===== src/rtl/camera_regs_master.sv =====
// Avalon-MM master that programs the camera-controller registers, starts capture,
// polls the two line-buffer full flags, clears them and announces each completed line.
module camera_regs_master #(
  parameter int POLL_GAP   = 4,
  parameter int STOP_LINES = 0
) (
  input  logic        clk,
  input  logic        reset,
  input  logic        cfg_start,
  input  logic        cfg_stop,
  input  logic [15:0] cfg_capture_width,
  input  logic [15:0] cfg_capture_height,
  input  logic [31:0] cfg_buff0,
  input  logic [31:0] cfg_buff1,
  input  logic [15:0] cfg_exposure,
  output logic [4:0]  avm_address,
  output logic        avm_read,
  output logic        avm_write,
  output logic [31:0] avm_writedata,
  input  logic [31:0] avm_readdata,
  input  logic        avm_readdatavalid,
  input  logic        avm_waitrequest,
  output logic        busy,
  output logic        line_ready,
  output logic        line_buf,
  output logic [15:0] lines_done
);

  typedef enum logic [2:0] {
    S_IDLE, S_CFG_WR, S_GAP, S_POLL_RD, S_RD_WAIT, S_CLR_WR, S_STOP_WR
  } state_t;

  localparam logic [15:0] GAP_LAST = (POLL_GAP > 0) ? 16'(POLL_GAP - 1) : 16'd0;
  localparam logic [15:0] STOP_AT  = 16'(STOP_LINES);

  state_t      state_q, state_d;
  logic [2:0]  idx_q, idx_d;
  logic        sel_q, sel_d;
  logic        stop_q, stop_d;
  logic [15:0] gap_q, gap_d;
  logic        line_ready_q, line_ready_d;
  logic        line_buf_q, line_buf_d;
  logic [15:0] lines_done_q, lines_done_d;
  logic [15:0] width_q, width_d;
  logic [15:0] height_q, height_d;
  logic [31:0] buff0_q, buff0_d;
  logic [31:0] buff1_q, buff1_d;
  logic [15:0] exposure_q, exposure_d;
  logic [15:0] lines_inc;
  logic        rdata_unused;

  // Only the flag bit of the status registers carries information.
  assign rdata_unused = ^avm_readdata[31:1];
  assign lines_inc    = lines_done_q + 16'd1;

  always_comb begin
    state_d       = state_q;
    idx_d         = idx_q;
    sel_d         = sel_q;
    stop_d        = stop_q;
    gap_d         = gap_q;
    line_ready_d  = 1'b0;
    line_buf_d    = line_buf_q;
    lines_done_d  = lines_done_q;
    width_d       = width_q;
    height_d      = height_q;
    buff0_d       = buff0_q;
    buff1_d       = buff1_q;
    exposure_d    = exposure_q;
    avm_address   = 5'h00;
    avm_read      = 1'b0;
    avm_write     = 1'b0;
    avm_writedata = 32'h0;

    if (state_q != S_IDLE && cfg_stop) stop_d = 1'b1;

    case (state_q)
      S_IDLE: begin
        if (cfg_start) begin
          state_d      = S_CFG_WR;
          idx_d        = 3'd0;
          sel_d        = 1'b0;
          stop_d       = 1'b0;
          lines_done_d = 16'd0;
          width_d      = cfg_capture_width;
          height_d     = cfg_capture_height;
          buff0_d      = cfg_buff0;
          buff1_d      = cfg_buff1;
          exposure_d   = cfg_exposure;
        end
      end
      S_CFG_WR: begin
        avm_write = 1'b1;
        case (idx_q)
          3'd0: begin avm_address = 5'h01; avm_writedata = {16'h0, width_q};    end
          3'd1: begin avm_address = 5'h02; avm_writedata = {16'h0, height_q};   end
          3'd2: begin avm_address = 5'h03; avm_writedata = buff0_q;             end
          3'd3: begin avm_address = 5'h04; avm_writedata = buff1_q;             end
          3'd4: begin avm_address = 5'h11; avm_writedata = {16'h0, exposure_q}; end
          default: begin avm_address = 5'h00; avm_writedata = 32'h1;           end
        endcase
        if (!avm_waitrequest) begin
          if (idx_q == 3'd5) begin
            state_d = S_GAP;
            sel_d   = 1'b0;
            gap_d   = 16'd0;
          end else begin
            idx_d = idx_q + 3'd1;
          end
        end
      end
      S_GAP: begin
        if (gap_q >= GAP_LAST) state_d = stop_q ? S_STOP_WR : S_POLL_RD;
        else                   gap_d   = gap_q + 16'd1;
      end
      S_POLL_RD: begin
        avm_read    = 1'b1;
        avm_address = sel_q ? 5'h06 : 5'h05;
        if (!avm_waitrequest) state_d = S_RD_WAIT;
      end
      S_RD_WAIT: begin
        if (avm_readdatavalid) begin
          if (avm_readdata[0]) begin
            state_d = S_CLR_WR;
          end else begin
            sel_d   = ~sel_q;
            gap_d   = 16'd0;
            state_d = S_GAP;
          end
        end
      end
      S_CLR_WR: begin
        avm_write   = 1'b1;
        avm_address = sel_q ? 5'h06 : 5'h05;
        if (!avm_waitrequest) begin
          line_ready_d = 1'b1;
          line_buf_d   = sel_q;
          lines_done_d = lines_inc;
          sel_d        = ~sel_q;
          gap_d        = 16'd0;
          state_d      = S_GAP;
          if (STOP_LINES != 0 && lines_inc == STOP_AT) stop_d = 1'b1;
        end
      end
      S_STOP_WR: begin
        avm_write = 1'b1;
        if (!avm_waitrequest) begin
          stop_d  = 1'b0;
          state_d = S_IDLE;
        end
      end
      default: state_d = S_IDLE;
    endcase
  end

  always_ff @(posedge clk) begin
    if (reset) begin
      state_q      <= S_IDLE;
      idx_q        <= 3'd0;
      sel_q        <= 1'b0;
      stop_q       <= 1'b0;
      gap_q        <= 16'd0;
      line_ready_q <= 1'b0;
      line_buf_q   <= 1'b0;
      lines_done_q <= 16'd0;
      width_q      <= 16'd0;
      height_q     <= 16'd0;
      buff0_q      <= 32'd0;
      buff1_q      <= 32'd0;
      exposure_q   <= 16'd0;
    end else begin
      state_q      <= state_d;
      idx_q        <= idx_d;
      sel_q        <= sel_d;
      stop_q       <= stop_d;
      gap_q        <= gap_d;
      line_ready_q <= line_ready_d;
      line_buf_q   <= line_buf_d;
      lines_done_q <= lines_done_d;
      width_q      <= width_d;
      height_q     <= height_d;
      buff0_q      <= buff0_d;
      buff1_q      <= buff1_d;
      exposure_q   <= exposure_d;
    end
  end

  assign busy       = (state_q != S_IDLE);
  assign line_ready = line_ready_q;
  assign line_buf   = line_buf_q;
  assign lines_done = lines_done_q;

endmodule

===== config.mk =====
export PLATFORM = sky130hd
export DESIGN_NAME = camera_regs_master
export DESIGN_NICKNAME = d
export VERILOG_FILES = /design/src/rtl/camera_regs_master.sv
export SDC_FILE = /design/constraint.sdc
export NUM_CORES = 1
export LEC_CHECK = 0
export CORE_MARGIN = 8
export CORE_UTILIZATION = 50
export CTS_CLUSTER_DIAMETER = 50
export DETAILED_ROUTE_END_ITERATION = 16
export PLACE_DENSITY = 0.9
export SLEW_MARGIN = 20
export SYNTH_ARGS = -nofsm -noshare
export SYNTH_HDL_FRONTEND = slang
export SYNTH_SLANG_ARGS = --single-unit
export TNS_END_PERCENT = 20

===== constraint.sdc =====
create_clock -name clk -period 5.9 [get_ports clk]
set_input_delay 0.59 -clock clk [delete_from_list [all_inputs] [get_ports clk]]
set_output_delay 0.59 -clock clk [all_outputs]
set_load 0.02 [all_outputs]

# Word-level counts from Yosys, hierarchy flattened
# Index checks and enable logic that the tools add are counted.
dict set report totals {
  inputBits 150
  output_inout_bits 58
  ff_bits 154
  elab_cells 104
}
dict set report op_classes {
  bitwise_logic 3
  n_lt_le_gt_ge 1
  n_addsub 3
  n_reduce_logical 18
  n_eq_ne 22
  muxes 44
}
# cell n
set op_table {}
lappend op_table {{one-hot mux 32 bit (5 select lines)} 1}
lappend op_table {{2-to-1 mux 16 bit} 8}
lappend op_table {{one-hot mux 16 bit (4 select lines)} 1}
lappend op_table {{2-to-1 mux 3 bit} 13}
lappend op_table {{adder 16 x 1 -> 16 bit (second input constant)} 2}
lappend op_table {{2-to-1 mux 32 bit} 1}
lappend op_table {{one-hot mux 16 bit (2 select lines)} 1}
lappend op_table {{one-hot mux 5 bit (5 select lines)} 1}
lappend op_table {{!= test 2 bit (second input constant)} 11}
lappend op_table {{one-hot mux 3 bit (7 select lines)} 1}
lappend op_table {{>= comparator 16 x 2 -> 1 bit (second input constant)} 1}
lappend op_table {{equality test 3 bit (second input constant)} 5}
lappend op_table {{AND reduction 7 bit} 2}
lappend op_table {{equality test 3 x 2 -> 1 bit (second input constant)} 4}
lappend op_table {{2-to-1 mux 1 bit} 12}
lappend op_table {{one-hot mux 5 bit (2 select lines)} 1}
lappend op_table {{AND reduction 8 bit} 1}
lappend op_table {{nonzero test 4 bit} 2}
lappend op_table {{equality test 3 x 1 -> 1 bit (second input constant)} 2}
lappend op_table {{logical NOT 3 bit} 2}
lappend op_table {{one-hot mux 3 bit (2 select lines)} 1}
lappend op_table {{one-hot mux 1 bit (4 select lines)} 1}
lappend op_table {{AND reduction 2 bit} 2}
lappend op_table {{AND reduction 4 bit} 1}
lappend op_table {{other kinds (10)} 14}

# Longest topological paths before layout
# Gate-level depths: netlist of run 1.
dict set report depth {
  word_depth 5
  depth_mapped 8
}

# Least setup slack after synthesis of run 1
# Ideal clock, no wire load.
dict set report synth_path {
  path_type {reg-to-output}
  from {register idx_q[2]}
  to {output port avm_writedata[16]}
  n_path_buf 3
  setup_slack_ps 3100
  arrival_time_ps 2210
  path_stages_with_launch 9
  path_cell_list {dfxtp_1 -> clkinv_1 -> clkbuf_1 -> ha_1 -> buf_1 -> or4_1 -> nand2_1 -> clkbuf_1 -> nor2_1}
}
dict set report synth_between {
  elab_chain_len 3
  word_cells_on_any_way 7
  cone_classes {4 x eq/ne; 2 x mux; 1 x reduce/logical}
}
# element line
set synth_lines {}
lappend synth_lines {{from (decl)} 37} ;# logic [2:0] idx_q, idx_d;
lappend synth_lines {{from (signal assigned)} 173} ;# idx_q <= idx_d;
lappend synth_lines {{equality test 3 bit (tied with other cells)} 94} ;# case (idx_q)
lappend synth_lines {{one-hot mux 32 bit (5 select lines) (*)} 94}
lappend synth_lines {{2-to-1 mux 32 bit (*)} 77} ;# case (state_q)
lappend synth_lines {{to (decl)} 19} ;# output logic [31:0] avm_writedata,
# Every way passes the cells marked *; elsewhere a longest branch is shown, timed or not.

# Final worst setup path of run 1
dict set report layout_path {
  from {register idx_q[2]}
  to {output port avm_writedata[14]}
}
# The elaborated chain is that of the path after synthesis.

==> summary.txt, run 1 <==
Clock tree
  – Setup Buffers After CTS: 0
  – Clock Tree Buf Depth: 2
  – Clock Sinks: 154
  – CTS buffer count: 17
  – Post_cts resized: 0
  – Clk slew on worst S/H paths: around 0.060 ns
  – CTS HTree Levels: 4
  – # hold bufs at CTS: 0
  – Clk Latency, worst-skew pair: between 0.4 and 0.5 ns
  – Clock root buffer: clkbuf_16
  – TritonCTS clock tree: yes

Worst setup path
  – Setup crit end kind: output port
  – Worst path arrival time: a little over 4 ns
  – Top cell by count, worst path: buf_4
  – Slowest CP cell: clkdlybuf4s50_1
  – Crit-path cells: clkinv_1 -> ha_1 -> buf_4 -> or4_1 -> nand2_1 -> buf_4 -> a21oi_1 -> clkdlybuf4s50_1
  – CP Depth: 8
  – CP Data Required Time: about 5.3 ns
  – Worst setup path class: reg2out
  – Worst r2r path cells: 5
  – Max stage delay on crit path: 0.57 ns
  – CP bufs+invs: 4
  – CP top delay family: buffers and inverters
  – CP max FO: 34
  – Crit start category: flop

Placed design
  – GPL Wtd Cong: between 0.8 and 0.9
  – Placed inst area: 0.00843 mm²
  – Dpl ws: between 1.5 and 2 ns
  – Detailed-placement wirelength estimate: roughly 13000 µm
  – Post-Place Cells: around 1100
  – Port bufs: approximately 180

Timing
  – Final worst-path cycle share: between 70% and 80%
  – Worst hold slack: 0.454 ns
  – Worst slew pin tran: just under 1 ns
  – Endpoints failing setup: 0
  – Final WS setup: between 1 and 1.5 ns
  – Max-slew violation count: 0
  – RSZ-0062 raised after global routing: false
  – Fmax: between 0.2 and 0.25 GHz
  – Clock skew: roughly 0.013 ns
  – Tmin final: 4.63 ns
  – Setup TNS: 0 ns
  – Slew HR: between 30% and 40%
  – Hold Fails Final Rpt: 0

Floorplan
  – Starting Density: ~50%
  – Die Wd: roughly 130 µm
  – Core region area: about 0.013 mm²
  – I/O pin count: 208
  – Die ar.: about 0.017 mm²
  – Die Height: between 100 and 150 µm
  – Row cnt: 42

Pwr
  – Pwr Density: 371 mW/mm²
  – Total power: around 3.4 mW
  – Leakage: roughly 3.2 nW
  – Worst vdd ir: 0.206 mV

Finish
  – Layout cell share with drive strength beyond 1: approximately 5.1%
  – Layout area overhead: 36.2%
  – Ant. Diodes: 0
  – NumNets Final: 1148
  – Fin cells: between 1000 and 1500
  – Commonest non-fill, non-tap cell in the layout: nand2_1
  – Post-route cell area: 0.00905 mm²
  – Fin util: between 60 and 70%
  – Commonest non-fill, non-tap cells in the layout: nand2_1, clkdlybuf4s50_1, dfxtp_1, a21oi_1, nor2_1

Status
  – Status: finished clean

Detailed routing
  – Vias: roughly 6400
  – Routed Wire Length: roughly 19000 µm
  – Wire per inst: ~16 µm
  – Post-route ant nets: 0
  – DRC violations left: 0
  – Vias per cell: roughly 5.4
  – Initial drt markers: ~550
  – Drt first pass iters: 8

Synth
  – Synthesized-area fraction occupied by adder cells: around 1.3%
  – Synth Area in XOR/XNOR: slightly below 2%
  – Cells after Synth: 857
  – Sequential share of the synthesized area: 46.4%
  – Synthesized flop and latch total: approximately 150
  – Ys async rst share: 0%
  – Yosys top cell area share: ~46%
  – Combinational family with the most area after synthesis: simple AND/OR/NAND/NOR gates
  – Top_reg_cell synth: dfxtp_1
  – Ys Warns: 0
  – Post-synthesis cell type count: slightly above 50
  – Area of the mapped netlist: 0.00665 mm²
  – Syn nets: slightly above 1000
  – Mean Syn Cell Area: 7.75 µm²
  – Post-synth EDFFs: 0
  – Post-synthesis compound-gate area fraction: 20.7%
  – Post-Synth Simple-Gate Area: around a quarter
  – Top post-synthesis cells by area: dfxtp_1, nand2_1, a21oi_1
  – Mux share of post-synthesis cell area: 0.941%
  – Synth area leader: dfxtp_1

GRT
  – First-pass GRT wire length: slightly above 30000 µm
  – Initial antenna violation count: 2
  – Vias in the first global route: between 6000 and 7000
  – Largest net degree at the start of global routing: roughly 120
  – Tot GR Track Use: between 20% and 30%
  – Total congestion overflow: 0

Min path
  – Class of the worst hold path: reg2reg
  – WHS Path Cells: 2

Job
  – Max-Cap Viols: 0
==> report_power, final <==
| group | internal [mW] | switching (mW) | total (mW) | leakage, nW |
|---|---|---|---|---|
| logic | 0.358 | 0.528 | 0.887 | 1.68 |
| clock network | 0.674 | 0.458 | 1.13 | 0.285 |
| registers | 1.21 | 0.129 | 1.34 | 1.26 |
==> registers in the layout, summed over array words and instances, names as in the netlist, 3 cells and up <==
name,count
width_q,16
gap_q,16
height_q,16
exposure_q,16
idx_q,3
state_q,3
lines_done,16
buff0_q,32
buff1_q,32
==> worst paths after layout <==
check / start / to / slack [ns]
worst max register to register: state_q[2] / exposure_q[6] / 3.28
worst min-delay path: buff0_q[31] / buff0_q[31] / 0.45
worst min register to register: buff0_q[31] / buff0_q[31] / 0.45
worst max-delay path: idx_q[2] / avm_writedata[14] / 1.27
==> worst min-delay path, stage by stage (launching register included) <==
cell and delay [ns]:
dfxtp_1 0.31, nand2_1 0.05, a21oi_1 0.05
==> cell type report <==
class | count | area, µm²
Inverter | 8 | 30.0
Timing Repair Buffer | 182 | 1820
Sequential cell | 154 | 3080
Clock inverter | 15 | 188
Tap cell | 176 | 220
Multi-Input combinational cell | 628 | 3280
Clock buffer | 17 | 425
Fill cell | 1090 | 4090
==> layer usage <==
metal / global-route usage (%) / vias to the layer above / share of wire, %
met5: 0 / - / 0.14
li1: - / 3193 / -
met1: 25.5 / 2943 / 42
met4: 9.38 / 4 / 2.3
met3: 8.08 / 34 / 8.7
met2: 35.7 / 218 / 47
==> synth_stat cells (all sizes together) (2+ instances only) <==
cell / count
nand2: 259
dfxtp: 154
a21oi: 142
clkbuf: 61
nor2: 58
a22o: 17
a222oi: 16
a22oi: 16
xor2: 11
and2: 9
ha: 7
inv: 7
a31oi: 6
and4: 6
buf: 6
nor2b: 6
o21ai: 6
nand3: 5
nand4: 5
a41oi: 4
and3: 4
mux2i: 4
nand2b: 4
nand3b: 4
nor4: 4
xnor2: 4
or2: 3
or3: 3
a211oi: 2
a21boi: 2
a21o: 2
mux2: 2
nor3: 2
nor3b: 2
or3b: 2
==> cells by family after synthesis <==
group           count (synthesis)
compound gates                220
xor+xnor                       15
fa+ha+maj                       7
buf+inv                        75
flops                         154
mux                             6
other cells                     1
simple gates                  379
Power figures use the tool's default switching activity.
==> run 2, diff against run 1 <==
--- a/config.mk
+++ b/config.mk
@@ -6,10 +6,10 @@
 export NUM_CORES = 1
 export LEC_CHECK = 0
 export CORE_MARGIN = 8
-export CORE_UTILIZATION = 50
+export CORE_UTILIZATION = 47
 export CTS_CLUSTER_DIAMETER = 50
 export DETAILED_ROUTE_END_ITERATION = 16
-export PLACE_DENSITY = 0.9
+export PLACE_DENSITY = 0.86
 export SLEW_MARGIN = 20
 export SYNTH_ARGS = -nofsm -noshare
 export SYNTH_HDL_FRONTEND = slang
==> constraint.sdc (replaced) <==
create_clock -name clk -period 4.9 [get_ports clk]
set_input_delay 0.49 -clock clk [delete_from_list [all_inputs] [get_ports clk]]
set_output_delay 0.49 -clock clk [all_outputs]
set_load 0.02 [all_outputs]
==> run 2 against run 1 <==
Against the previous run: clock power is 5% higher; cell count is 0.93% higher; combinational power is 26% higher; largest cell class unchanged; routed wire length is 3.6% higher; largest power group unchanged; total power is 16% higher; core utilization is 3.5 points lower; highest routed layer is now met4; non-clock buffer count is 7 higher; die area is 5.6% higher; critical path depth is 2 higher; first-iteration DRC count is 3.7% higher.
==> summary.txt, run 2 (same netlist as run 1, synthesis figures left out) <==
Timing
  – Worst slew pin tran: 0.836 ns (was 0.969 ns)
  – Fmax: ~0.24 GHz
  – Tmin final: 4.14 ns
  – Final WS setup: 0.764 ns (was 1.27 ns)
  – Setup TNS: 0 ns (unchanged)
  – RSZ-0062 raised after global routing: false (unchanged)
  – Hold Fails Final Rpt: 0 (unchanged)
  – Final worst-path cycle share: a little over four fifths
  – Max-slew violation count: 0 (unchanged)
  – Slew HR: 44.3% (was 35.2%)
  – Clock skew: 0.00584 ns (was 0.0128 ns)
  – Endpoints failing setup: 0 (unchanged)

Detailed routing
  – DRC violations left: 0 (unchanged)
  – Vias: 6538 (was 6392)
  – Wire per inst: 16.8 µm (was 16.4 µm)
  – Post-route ant nets: 0 (unchanged)
  – Vias per cell: 5.49 (was 5.42)
  – Routed Wire Length: 20000 µm (was 19300 µm)
  – Initial drt markers: 565 (was 545)
  – Drt first pass iters: 7 (was 8)

Placed design
  – Dpl ws: 1.24 ns (was 1.71 ns)
  – Port bufs: 175 (unchanged)
  – Detailed-placement wirelength estimate: 13500 µm (was 13000 µm)
  – GPL Wtd Cong: 0.837 (was 0.820)

Finish
  – Layout cell share with drive strength beyond 1: 5.64% (was 5.08%)
  – Commonest non-fill, non-tap cells in the layout: nand2_1, clkdlybuf4s50_1, dfxtp_1, a21oi_1, nor2_1 (unchanged)
  – Leading registers by flop count: buff0_q (32), buff1_q (32) (unchanged)
  – Footprint of the multi-input gates: 0.00328 mm² (unchanged)
  – NumNets Final: 1155 (was 1148)
  – Layout area overhead: 35.9% (was 36.2%)
  – Sequential cell area: 0.00308 mm² (unchanged)
  – Filler cells: 1167 (was 1090)
  – Commonest non-fill, non-tap cell in the layout: nand2_1 (unchanged)

Pwr
  – Leakage: 3.22 nW (about the same)
  – Worst vdd ir: 0.250 mV (was 0.206 mV)
  – Pwr Density: 432 mW/mm² (was 371 mW/mm²)

Clock tree
  – Post_cts resized: 0 (unchanged)
  – Setup Buffers After CTS: 0 (unchanged)
  – Clk Latency, worst-skew pair: 0.42 ns (was 0.43 ns)
  – Clock Tree Buf Depth: 2 (unchanged)
  – TritonCTS clock tree: yes (unchanged)
  – Clock Sinks: 154 (unchanged)
  – Clk slew on worst S/H paths: 0.06 ns (about the same)
  – CTS buffer count: 17 (unchanged)
  – CTS HTree Levels: 4 (unchanged)
  – Clock root buffer: clkbuf_16 (unchanged)
  – # hold bufs at CTS: 0 (unchanged)

Worst setup path
  – Crit Reg-Reg Endpoint: buff1_q[5] (was exposure_q[6])
  – CP Launch Point: idx_q[0] (was idx_q[2])
  – CP Depth: 10 (was 8)
  – Max stage delay on crit path: 0.59 ns (was 0.57 ns)
  – Worst setup path class: reg2out (unchanged)
  – Reg2Reg Setup Slack: 2.54 ns (was 3.28 ns)
  – Crit-path cells: inv_1 -> ha_1 -> buf_4 -> nor2b_1 -> buf_4 -> or4_1 -> nand2_1 -> buf_4 -> a21oi_1 -> clkdlybuf4s50_1 (was clkinv_1 -> ha_1 -> buf_4 -> or4_1 -> nand2_1 -> buf_4 -> a21oi_1 -> clkdlybuf4s50_1)
  – Worst path arrival time: 3.65 ns (was 4.04 ns)
  – Worst r2r path cells: 6 (was 5)
  – CP max FO: 20 (was 34)
  – Top cell by count, worst path: buf_4 (unchanged)
  – Slowest CP cell: clkdlybuf4s50_1 (unchanged)
  – Reg-to-reg startpoint: state_q[2] (unchanged)
  – CP bufs+invs: 5 (was 4)
  – CP top delay family: buffers and inverters (unchanged)
  – Setup crit end: avm_writedata[15] (was avm_writedata[14])
  – Setup crit end kind: output port (unchanged)
  – CP Data Required Time: 4.41 ns (was 5.31 ns)
  – Crit start category: flop (unchanged)

Job
  – Max-Cap Viols: 0 (unchanged)

Status
  – Status: finished clean (unchanged)

GRT
  – Initial antenna violation count: 1 (was 2)
  – Total congestion overflow: 0 (unchanged)
  – Largest net degree at the start of global routing: 115 (unchanged)
  – First-pass GRT wire length: 31900 µm (was 31000 µm)
  – Vias in the first global route: 6452 (was 6216)
  – Tot GR Track Use: 21.6% (was 21.9%)

Floorplan
  – Die Height: 135 µm (was 131 µm)
  – Core region area: 0.0138 mm² (was 0.0131 mm²)
  – Die Wd: 135 µm (was 131 µm)
  – Starting Density: 48.1% (was 50.6%)
  – Die ar.: 0.0182 mm² (was 0.0172 mm²)
  – Row cnt: 43 (was 42)
  – I/O pin count: 208 (unchanged)

Min path
  – HP Start: buff0_q[25] (was buff0_q[31])
  – Class of the worst hold path: reg2reg (unchanged)
run 2: cell types whose count changed in the layout (fill, tap and decap cells not counted), sizes merged:
cell and delta:
buf +7, bufinv -3, clkbuf +1, clkinv +6, diode +1, inv -5
run 2: layout make-up:
| type | instances | area share, % |
|---|---|---|
| diodes | 1 | 0.0277 |
| clock buffers | 18 | 4.86 |
| clock inverters | 13 | 1.11 |
| inverters | 8 | 0.332 |
| multi-input cells | 628 | 36.3 |
| flip-flops and latches | 154 | 34.1 |
| well taps | 180 | 2.49 |
| repair buffers | 189 | 20.7 |
run 2: worst reg2reg max path: stages, from the launching register on:
cell and delay [ns]:
dfxtp_1 0.79, nor2_1 0.20, nand3b_1 0.41, buf_6 0.26, buf_4 0.33, nand2_1 0.13, a21oi_1 0.17
run 2: worst min path at each step:
stage / slack [ns] / cells after the start / end
floorplan: 0.43 / 1 / gap_q[15]
global placement: 0.44 / 2 / exposure_q[7]
detailed placement: 0.45 / 2 / buff0_q[18]
CTS: 0.45 / 2 / buff0_q[18]
global route: 0.47 / 2 / buff0_q[12]
finish: 0.45 / 2 / buff0_q[25]
run 2: where the power goes:
group          internal (mW)  switching [mW]  total, mW  leakage, nW
logic                  0.450           0.668       1.12         1.71
registers               1.46           0.140       1.60         1.26
clock network          0.660           0.526       1.19        0.250
total                   2.57            1.33       3.90         3.22
run 2: per-layer routing:
layer,vias up,part of all wire [%],track usage [%]
met1,3031,40,24.7
met4,0,2.3,9.23
li1,3208,-,-
met3,37,9.1,5.76
met5,-,0,0
met2,262,49,37.2
run 2: metrics by stage:
stage	power, mW	util, %	hold slack [ns]	instance area, µm²	cells
CTS	3.91	65.2	0.454	9020	1189
global placement	2.69	61.3	0.442	8480	1158
finish	3.90	65.3	0.454	9030	1191
floorplan	2.34	-	0.430	6650	857
detailed placement	2.72	61.3	0.446	8480	1158
global route	4.12	65.3	0.469	9030	1191
==> run 3, diff against run 2 <==
==> constraint.sdc (replaced) <==
create_clock -name clk -period 4 [get_ports clk]
set_input_delay 0.4 -clock clk [delete_from_list [all_inputs] [get_ports clk]]
set_output_delay 0.4 -clock clk [all_outputs]
set_load 0.02 [all_outputs]
==> run 3 against run 2 <==
Against the previous run: worst hold slack improved by 0.00052 ns; clock power increased by 33%; critical path depth unchanged; routed wire length decreased by 1.6%; largest cell class unchanged.
==> summary.txt, run 3 (same netlist as run 1, synthesis figures left out) <==
Timing
  – Clock skew: 0.00728 ns (was 0.00584 ns)
  – Slew HR: 38.5% (was 44.3%)
  – Max-slew violation count: 0 (unchanged)
  – Final worst-path cycle share: 88.9%
  – RSZ-0062 raised after global routing: false (unchanged)
  – Endpoints failing setup: 0 (unchanged)
  – Fmax: 0.281 GHz
  – Tmin final: 3.56 ns
  – Setup TNS: 0 ns (unchanged)
  – Hold Fails Final Rpt: 0 (unchanged)
  – Worst slew pin tran: 0.922 ns (was 0.836 ns)

Pwr
  – Net Switching: 1.62 mW (was 1.33 mW)
  – Leakage: 3.25 nW (was 3.22 nW)
  – Worst vdd ir: 0.269 mV (was 0.250 mV)
  – Switching Share: 33.1% (was 34.2%)
  – Cell-internal power: 3.27 mW (was 2.57 mW)
  – Logic pwr share: 27.7% (was 28.6%)
  – Pwr Density: 539 mW/mm² (was 432 mW/mm²)
  – Reg power frac: 40.0% (was 40.9%)
  – Clock power frac: 32.3% (was 30.4%)
  – Total power: 4.89 mW (was 3.90 mW)

Floorplan
  – Starting Density: 48.1% (unchanged)
  – Die ar.: 0.0182 mm² (unchanged)
  – Die Wd: 135 µm (unchanged)
  – I/O pin count: 208 (unchanged)
  – Row cnt: 43 (unchanged)
  – Die Height: 135 µm (unchanged)
  – Core region area: 0.0138 mm² (unchanged)

Worst setup path
  – Setup crit end kind: output port (unchanged)
  – Max stage delay on crit path: 0.57 ns (was 0.59 ns)
  – CP bufs+invs: 5 (unchanged)
  – Crit start category: flop (unchanged)
  – CP top delay family: buffers and inverters (unchanged)
  – CP Data Required Time: 3.60 ns (was 4.41 ns)
  – CP max FO: 20 (unchanged)
  – Top cell by count, worst path: buf_4 (unchanged)
  – Worst setup path class: reg2out (unchanged)
  – Slowest CP cell: clkdlybuf4s50_1 (unchanged)
  – Worst path arrival time: 3.16 ns (was 3.65 ns)
  – Crit-path cells: inv_1 -> ha_1 -> buf_4 -> nor2b_1 -> buf_4 -> or4_1 -> nand2_1 -> buf_4 -> a21oi_1 -> clkdlybuf4s50_1 (unchanged)

Detailed routing
  – DRT met1 WL: 7870 µm (was 7990 µm)
  – Highest metal used: met4 (unchanged)
  – Post-route ant nets: 0 (unchanged)
  – Met3 wire len: 1820 µm (about the same)
  – DRC violations left: 0 (unchanged)
  – Drt first pass iters: 6 (was 7)
  – Routed Wire Length: 19700 µm (was 20000 µm)
  – Met2 wire len: 9630 µm (was 9740 µm)
  – Vias: 6444 (was 6538)
  – Wire per inst: 16.5 µm (was 16.8 µm)
  – Initial drt markers: 661 (was 565)
  – Vias per cell: 5.41 (was 5.49)

Placed design
  – Detailed-placement wirelength estimate: 13200 µm (was 13500 µm)
  – Port bufs: 175 (unchanged)
  – Placed inst area: 0.00849 mm² (was 0.00848 mm²)
  – GPL Wtd Cong: 0.839 (was 0.837)

Finish
  – Filler cells: 1204 (was 1167)
  – Post-route cell area: 0.00908 mm² (was 0.00903 mm²)
  – Leading registers by flop count: buff0_q (32), buff1_q (32) (unchanged)
  – NumNets Final: 1155 (unchanged)
  – Layout cell share with drive strength beyond 1: 5.64% (about the same)
  – Layout area overhead: 36.6% (was 35.9%)
  – Fin util: 65.6% (was 65.3%)
  – Commonest non-fill, non-tap cells in the layout: nand2_1, clkdlybuf4s50_1, dfxtp_1, a21oi_1, nor2_1 (unchanged)
  – Commonest non-fill, non-tap cell in the layout: nand2_1 (unchanged)

Clock tree
  – Clk Latency, worst-skew pair: 0.42 ns (about the same)
  – Clock Sinks: 154 (unchanged)
  – CTS HTree Levels: 4 (unchanged)
  – Clock root buffer: clkbuf_16 (unchanged)
  – TritonCTS clock tree: yes (unchanged)
  – Setup Buffers After CTS: 0 (unchanged)
  – Post_cts resized: 0 (unchanged)
  – Clock Tree Buf Depth: 2 (unchanged)
  – Clk slew on worst S/H paths: 0.06 ns (about the same)
  – CTS buffer count: 17 (unchanged)
  – # hold bufs at CTS: 0 (unchanged)

GRT
  – First-pass GRT wire length: 31700 µm (was 31900 µm)
  – Tot GR Track Use: 21.4% (was 21.6%)
  – Initial antenna violation count: 1 (unchanged)
  – Vias in the first global route: 6362 (was 6452)
  – Total congestion overflow: 0 (unchanged)
  – Largest net degree at the start of global routing: 115 (unchanged)

Job
  – Max-Cap Viols: 0 (unchanged)

Min path
  – Class of the worst hold path: reg2reg (unchanged)

Status
  – Status: finished clean (unchanged)
## run 3: per-layer routing
metal | up-vias | GRT usage [%]
met2 | 231 | 36.5
met5 | - | 0
met1 | 2980 | 24.6
li1 | 3202 | -
met4 | 0 | 8.48
met3 | 31 | 6.39
## run 3: area by class of cell
cell class | instances | area (µm²) | area share, %
Antenna cell | 1 | 2.50 | 0.0276
Clock buffer | 19 | 443 | 4.88
Clock inverter | 13 | 143 | 1.57
Inverter | 8 | 30.0 | 0.331
Multi-Input combinational cell | 628 | 3280 | 36.2
Sequential cell | 154 | 3080 | 34.0
Tap cell | 180 | 225 | 2.48
Timing Repair Buffer | 189 | 1870 | 20.6
## run 3: path summary, 6_finish.rpt
kind                                           to  slack, ns         from  cells after the start
worst max register to register           gap_q[1]       1.62   state_q[2]                      5
worst min-delay path                  buff0_q[24]       0.45  buff0_q[24]                      2
worst max-delay path            avm_writedata[10]       0.44     idx_q[0]                     10
worst min register to register        buff0_q[24]       0.45  buff0_q[24]                      2
## run 3: power groups by stage
stage | Sequential [mW] | Clock [mW] | Combinational, mW
floorplan | 1.92 | 0 | 0.953
global placement | 1.97 | 0 | 1.33
detailed placement | 1.98 | 0 | 1.35
CTS | 1.95 | 1.61 | 1.36
global route | 1.98 | 1.67 | 1.51
finish | 1.96 | 1.58 | 1.36
## run 3: metrics by stage
step,hold WS (ns),setup slack [ns],std cells
final,0.454,0.443,1192
after global routing,0.470,0.257,1192
after CTS,0.455,0.433,1191
after detailed placement,0.447,0.891,1159
after global placement,0.441,0.939,1159
after floorplan,0.430,1.39,857
## run 3: worst min-delay path: stages (launching register included)
cell	delay, ns
dfxtp_1	0.31
nand2_1	0.05
a21oi_1	0.05
